===== src/rtl/jtag_dual_user_tap.sv =====
// jtag_dual_user_tap: IEEE 1149.1 TAP controller with a 10-bit IR and two
// BSCAN-style user ports (USER1 function-code chain, USER2 register chain).
// Optional feature macro: JTAG_IDCODE_EN. When defined, it adds the IDCODE
// instruction (10'h3C9) and the 32-bit ID register, and TLR selects IDCODE.
// When undefined, 10'h3C9 acts as BYPASS and TLR selects BYPASS.
module jtag_dual_user_tap #(
    parameter logic [9:0]  USER1_CODE = 10'h3C2,
    parameter logic [9:0]  USER2_CODE = 10'h3C3,
    parameter logic [31:0] IDCODE_VAL = 32'h0424A093
) (
    input  logic TCK,
    input  logic RST_N,
    input  logic TMS,
    input  logic TDI,
    input  logic TDO1,
    input  logic TDO2,
    output logic TDO,
    output logic TDO_EN,
    output logic CAPTURE1,
    output logic DRCK1,
    output logic RESET1,
    output logic RUNTEST1,
    output logic SEL1,
    output logic SHIFT1,
    output logic UPDATE1,
    output logic TCK1,
    output logic TDI1,
    output logic TMS1,
    output logic CAPTURE2,
    output logic DRCK2,
    output logic RESET2,
    output logic RUNTEST2,
    output logic SEL2,
    output logic SHIFT2,
    output logic UPDATE2,
    output logic TCK2,
    output logic TDI2,
    output logic TMS2
);

    typedef enum logic [3:0] {
        S_TLR, S_RTI,
        S_SELDR, S_CAPDR, S_SHDR, S_EX1DR, S_PAUSEDR, S_EX2DR, S_UPDDR,
        S_SELIR, S_CAPIR, S_SHIR, S_EX1IR, S_PAUSEIR, S_EX2IR, S_UPDIR
    } tap_state_t;

    localparam logic [9:0] IR_CAPTURE = 10'b0000000001;
    localparam logic [9:0] IR_IDCODE  = 10'h3C9;

`ifdef JTAG_IDCODE_EN
    localparam logic [9:0] IR_RESET = IR_IDCODE;
`else
    localparam logic [9:0] IR_RESET = 10'h3FF;
    // Bypass always captures 0; the ID value is folded in only so the
    // parameter stays referenced when the ID register is compiled out.
    localparam logic BYP_CAPTURE = 1'b0 & IDCODE_VAL[0];
`endif

    // Standard TAP transition table.
    function automatic tap_state_t f_next(input tap_state_t s, input logic tms);
        case (s)
            S_TLR:     f_next = tms ? S_TLR   : S_RTI;
            S_RTI:     f_next = tms ? S_SELDR : S_RTI;
            S_SELDR:   f_next = tms ? S_SELIR : S_CAPDR;
            S_CAPDR:   f_next = tms ? S_EX1DR : S_SHDR;
            S_SHDR:    f_next = tms ? S_EX1DR : S_SHDR;
            S_EX1DR:   f_next = tms ? S_UPDDR : S_PAUSEDR;
            S_PAUSEDR: f_next = tms ? S_EX2DR : S_PAUSEDR;
            S_EX2DR:   f_next = tms ? S_UPDDR : S_SHDR;
            S_UPDDR:   f_next = tms ? S_SELDR : S_RTI;
            S_SELIR:   f_next = tms ? S_TLR   : S_CAPIR;
            S_CAPIR:   f_next = tms ? S_EX1IR : S_SHIR;
            S_SHIR:    f_next = tms ? S_EX1IR : S_SHIR;
            S_EX1IR:   f_next = tms ? S_UPDIR : S_PAUSEIR;
            S_PAUSEIR: f_next = tms ? S_EX2IR : S_PAUSEIR;
            S_EX2IR:   f_next = tms ? S_UPDIR : S_SHIR;
            S_UPDIR:   f_next = tms ? S_SELDR : S_RTI;
            default:   f_next = S_TLR;
        endcase
    endfunction

    tap_state_t r_state;
    tap_state_t w_next;
    logic       r_reset;
    logic       r_runtest;
    logic       r_capture;
    logic       r_shift;
    logic       r_update;
    logic [9:0] r_ir_sr;
    logic [9:0] r_ir;
    logic       r_bypass;
    logic       r_tdo;
    logic       r_tdo_en;
    logic       w_sel1;
    logic       w_sel2;
    logic       w_in_shir;
    logic       w_in_shdr;
    logic       w_in_capdr;
    logic       w_in_capir;
    logic       w_tdo_mux;
`ifdef JTAG_IDCODE_EN
    logic [31:0] r_idcode;
    logic        w_sel_id;
`endif

    assign w_next     = f_next(r_state, TMS);
    assign w_in_shir  = (r_state == S_SHIR);
    assign w_in_shdr  = (r_state == S_SHDR);
    assign w_in_capdr = (r_state == S_CAPDR);
    assign w_in_capir = (r_state == S_CAPIR);
    assign w_sel1     = (r_ir == USER1_CODE);
    assign w_sel2     = (r_ir == USER2_CODE);
`ifdef JTAG_IDCODE_EN
    assign w_sel_id   = (r_ir == IR_IDCODE);
`endif

    // TAP state machine; the state decodes are registered from the next state
    // so they change on the same rising edge as the state itself.
    always_ff @(posedge TCK or negedge RST_N) begin
        if (!RST_N) begin
            r_state   <= S_TLR;
            r_reset   <= 1'b1;
            r_runtest <= 1'b0;
            r_capture <= 1'b0;
            r_shift   <= 1'b0;
            r_update  <= 1'b0;
        end else begin
            r_state   <= w_next;
            r_reset   <= (w_next == S_TLR);
            r_runtest <= (w_next == S_RTI);
            r_capture <= (w_next == S_CAPDR);
            r_shift   <= (w_next == S_SHDR);
            r_update  <= (w_next == S_UPDDR);
        end
    end

    // IR shift stage: capture the fixed 0..01 pattern, shift LSB-first with TDI at MSB.
    always_ff @(posedge TCK or negedge RST_N) begin
        if (!RST_N) begin
            r_ir_sr <= IR_CAPTURE;
        end else if (w_in_capir) begin
            r_ir_sr <= IR_CAPTURE;
        end else if (w_in_shir) begin
            r_ir_sr <= {TDI, r_ir_sr[9:1]};
        end
    end

    // Active IR, updated on falling TCK so SELn switches mid-UpdIR.
    always_ff @(negedge TCK or negedge RST_N) begin
        if (!RST_N) begin
            r_ir <= IR_RESET;
        end else if (r_state == S_TLR) begin
            r_ir <= IR_RESET;
        end else if (r_state == S_UPDIR) begin
            r_ir <= r_ir_sr;
        end
    end

    // One-bit bypass register.
    always_ff @(posedge TCK or negedge RST_N) begin
        if (!RST_N) begin
            r_bypass <= 1'b0;
        end else if (w_in_capdr) begin
`ifdef JTAG_IDCODE_EN
            r_bypass <= 1'b0;
`else
            r_bypass <= BYP_CAPTURE;
`endif
        end else if (w_in_shdr) begin
            r_bypass <= TDI;
        end
    end

`ifdef JTAG_IDCODE_EN
    // 32-bit device ID register, loaded in CapDR and shifted LSB-first.
    always_ff @(posedge TCK or negedge RST_N) begin
        if (!RST_N) begin
            r_idcode <= IDCODE_VAL;
        end else if (w_in_capdr && w_sel_id) begin
            r_idcode <= IDCODE_VAL;
        end else if (w_in_shdr && w_sel_id) begin
            r_idcode <= {TDI, r_idcode[31:1]};
        end
    end
`endif

    // Serial-out source: IR in ShIR, fabric chain in a user ShDR, else internal DR.
    always_comb begin
        w_tdo_mux = r_bypass;
`ifdef JTAG_IDCODE_EN
        if (w_sel_id) begin
            w_tdo_mux = r_idcode[0];
        end
`endif
        if (w_in_shdr && w_sel1) begin
            w_tdo_mux = TDO1;
        end else if (w_in_shdr && w_sel2) begin
            w_tdo_mux = TDO2;
        end
        if (w_in_shir) begin
            w_tdo_mux = r_ir_sr[0];
        end
    end

    // TDO and its enable are launched on falling TCK.
    always_ff @(negedge TCK or negedge RST_N) begin
        if (!RST_N) begin
            r_tdo    <= 1'b0;
            r_tdo_en <= 1'b0;
        end else begin
            r_tdo    <= w_tdo_mux;
            r_tdo_en <= w_in_shir || w_in_shdr;
        end
    end

    assign TDO      = r_tdo;
    assign TDO_EN   = r_tdo_en;

    assign SEL1     = w_sel1;
    assign SEL2     = w_sel2;
    assign RESET1   = r_reset;
    assign RESET2   = r_reset;
    assign RUNTEST1 = r_runtest;
    assign RUNTEST2 = r_runtest;
    assign CAPTURE1 = r_capture;
    assign CAPTURE2 = r_capture;
    assign SHIFT1   = r_shift;
    assign SHIFT2   = r_shift;
    assign UPDATE1  = r_update;
    assign UPDATE2  = r_update;
    assign TCK1     = TCK;
    assign TCK2     = TCK;
    assign TDI1     = TDI;
    assign TDI2     = TDI;
    assign TMS1     = TMS;
    assign TMS2     = TMS;

    // DRCK follows TCK only while the chain is selected in CapDR/ShDR, idling high.
    assign DRCK1 = (w_sel1 && (r_capture || r_shift)) ? TCK : 1'b1;
    assign DRCK2 = (w_sel2 && (r_capture || r_shift)) ? TCK : 1'b1;

endmodule


===== config.mk =====
export PLATFORM = sky130hd
export DESIGN_NAME = jtag_dual_user_tap
export DESIGN_NICKNAME = d
export VERILOG_FILES = /design/src/rtl/jtag_dual_user_tap.sv
export SDC_FILE = /design/constraint.sdc
export NUM_CORES = 1
export LEC_CHECK = 0
export ABC_AREA = 1
export ABC_CLOCK_PERIOD_IN_PS = 3000
export BUFFER_PORTS_ARGS = -buffer_cell sky130_fd_sc_hd__buf_4
export CAP_MARGIN = 0
export CORE_MARGIN = 2
export CORE_UTILIZATION = 62
export CTS_BUF_LIST = sky130_fd_sc_hd__clkbuf_8
export CTS_CLUSTER_DIAMETER = 200
export DETAILED_ROUTE_END_ITERATION = 10
export HOLD_SLACK_MARGIN = 0.06
export PLACE_DENSITY = 0.89
export SLEW_MARGIN = 20
export SYNTH_ARGS = -nofsm -noshare
export SYNTH_HDL_FRONTEND = slang
export SYNTH_SLANG_ARGS = --single-unit

===== constraint.sdc =====
create_clock -name TCK -period 3 [get_ports TCK]
set_clock_uncertainty 0.1 [all_clocks]
set_input_delay 0.9 -clock TCK [delete_from_list [all_inputs] [get_ports TCK]]
set_output_delay 0.9 -clock TCK [all_outputs]
set_load 0.005 [all_outputs]

==> impl_metrics.toml <==
[sta]
layout_setup_ws_ns = -1.13
whs_ns = 0.263
hold_violations = 0
max_slew_margin_pct = 82.3
setup_violations = 8
rsz0062_at_grt = "true"
worstMarginPinSlew_ns = 0.264
drv_slew = 0

[synth]
synth-seq-area-share_pct = 50.2
synth-edff-count = 0
yosys.area.top_type = "dfrtp_1"
synth_top_area_share_pct = 27.7
synth.distinct_cells = 23
ys_ff_latch = 32
avgSynthCellArea_um2 = 7.88
syn_inst = 206
yosys_warnings = 0
syn_nets = 212
synth_flop_cell = "dfrtp_1"
synth_area_um2 = 1620
synthArstFlopShare_pct = 100
synth_area_leaders = "dfrtp_1, dfstp_2, nand2_1"

[final_layout]
final_layout_size_suffix_gt1_share_pct = 36.0
n_fill_cell = 117
layout_common_cells = "nand2_1, buf_4, inv_1"
diodes = 0
fin_area_um2 = 2180
area_growth_pct = 34.1
final_common_cell = "nand2_1"
final_nets = 265

[pwr]
power.clock.fraction_pct = 34.1
p_seq_share_pct = 30.7
vdd_drop_max_v = 0.000843
power.static_leakage_nw = 1.19
swShare_pct = 39.7
switching_power_mw = 0.807
internal-power_mw = 1.23
p_comb_share_pct = 35.1
p_per_area_nw_per_um2 = 934

[die]
die_area_um2 = 3040
fp-row-count = 18
die_h_um = 55.2
pin_count = 28
start_util_pct = 65.6
core_um2 = 2480
die_x_um = 55.2

[critical_path]
path_max_fanout = 3
critPathTopFamily = "flip-flops"
crit_type = "register to output pin"
worst_setup_path_start_kind = "register"
r2r_setup_slack_ns = 0.11
arrival_ns = 3.13
slowest_stage = "dfstp_2"
endpoint_kind = "output pin"
path_buf_inv = 2
crit_required_ns = 2.00
max_stage_delay_ns = 0.56
crit_chain = "nand2_2 -> inv_2 -> nand3_4 -> nor2_2 -> nand2_1 -> buf_4"

[worst_hold_path]
min_path_type = "input pin to async pin"

[global_route]
grt_pass1_wl_um = 7410
grt_usage_pct = 38.7
grt_pass1_vias = 1675
grt_antenna_before_repair = 0
overflow = 0
grt_max_degree = 22

[clock_network]
path_clk_slew_ns = 0.08
clk_latency_ns = 0.50
cts_tree = "done"

[placement]
dpl_cell_area_um2 = 1900
place_hpwl_um = 3100
numPortBuffers = 27
place_congestion = 0.863

[route]
viasPerCell = 5.74
firstDrtPassIters = 4
ant_nets = 0
wl_per_cell_um = 17.2
vias = 1670
routed_wl_um = 5010
drt-initial-drc-count = 74
drc_errors = 0

[job]
maxCapViolations = 0

[outcome]
status = "finished with violations"
violations = "setup timing"
==> state kept, by name (all words and copies together), names as in the netlist <==
signal / flops
r_bypass: 1
r_ir_sr: 10
SHIFT1: 1
RUNTEST1: 1
CAPTURE1: 1
TDO: 1
r_state: 4
r_ir: 10
UPDATE1: 1
RESET1: 1
TDO_EN: 1
==> cells by family after synthesis <==
family,share of synthesized area [%]
and+or+nand+nor,25.4
buffers and inverters,13.4
DFF,50.2
AOI/OAI and AO/OA,10.9
==> stage by stage <==
stage | instances | power, mW | setup TNS [ns] | utilization (%) | setup WS [ns]
5_1_grt | 291 | 2.15 | -5.40 | 87.9 | -1.17
4_1_cts | 292 | 2.03 | -5.06 | 86.9 | -1.11
3_5_place_dp | 266 | 1.35 | -2.22 | 76.8 | -0.577
3_3_place_gp | 266 | 1.32 | -2.06 | 76.8 | -0.539
6_report | 291 | 2.03 | -5.15 | 87.9 | -1.13
2_1_floorplan | 206 | 1.09 | -1.53 | - | -0.430
==> worst paths after layout <==
path / startpoint / end / depth (start not counted)
min: RST_N / r_ir_sr[5] / 1
max in group asynchronous: RST_N / r_ir[7] / 1
min in group TCK: r_ir[4] / r_ir[4] / 2
max reg2reg: r_state[3] / TDO / 9
min reg2reg: r_ir[4] / r_ir[4] / 2
max: r_ir[8] / DRCK2 / 6
==> synth_stat cells (all sizes together) (4+ instances only) <==
| cell | n |
|---|---|
| o211ai | 5 |
| nand4 | 4 |
| a21oi | 4 |
| dfstp | 12 |
| o21ai | 8 |
| nor2 | 27 |
| inv | 34 |
| buf | 11 |
| dfrtp | 18 |
| o22ai | 8 |
| nand3 | 12 |
| nand2 | 52 |
==> cell type report <==
class                           count  area, um2  area share (%)
Clock buffer                       16        199            9.14
Clock inverter                     14       71.3            3.28
Inverter                           34        130            5.98
Multi-Input combinational cell    127        637            29.3
Sequential cell                    32        817            37.5
Tap cell                           30       37.5            1.72
Timing Repair Buffer               38        285            13.1
==> layer usage <==
| metal | vias to the layer above | track usage (%) | routed length [um] |
|---|---|---|---|
| li1 | 758 | - | - |
| met1 | 791 | 38.4 | 1840 |
| met2 | 98 | 63.3 | 2580 |
| met3 | 23 | 12.6 | 362 |
| met4 | 0 | 36.2 | 226 |
| met5 | - | 0 | 0 |
==> power groups by stage <==
stage / combinational, mW / sequential [mW] / clock (mW)
after global routing: 0.792 / 0.631 / 0.730
final: 0.714 / 0.624 / 0.694
after floorplan: 0.404 / 0.618 / 0.0684
after global placement: 0.640 / 0.611 / 0.0683
after detailed placement: 0.664 / 0.617 / 0.0683
after CTS: 0.688 / 0.616 / 0.731
==> what timing repair did <==
item                                    4_1_cts  5_1_grt
endpoints found under the setup margin       10       13
buffers inserted                              0        0
hold buffers                                  0        0
gates resized for setup                       2       11
Power figures use the tool's default switching activity.
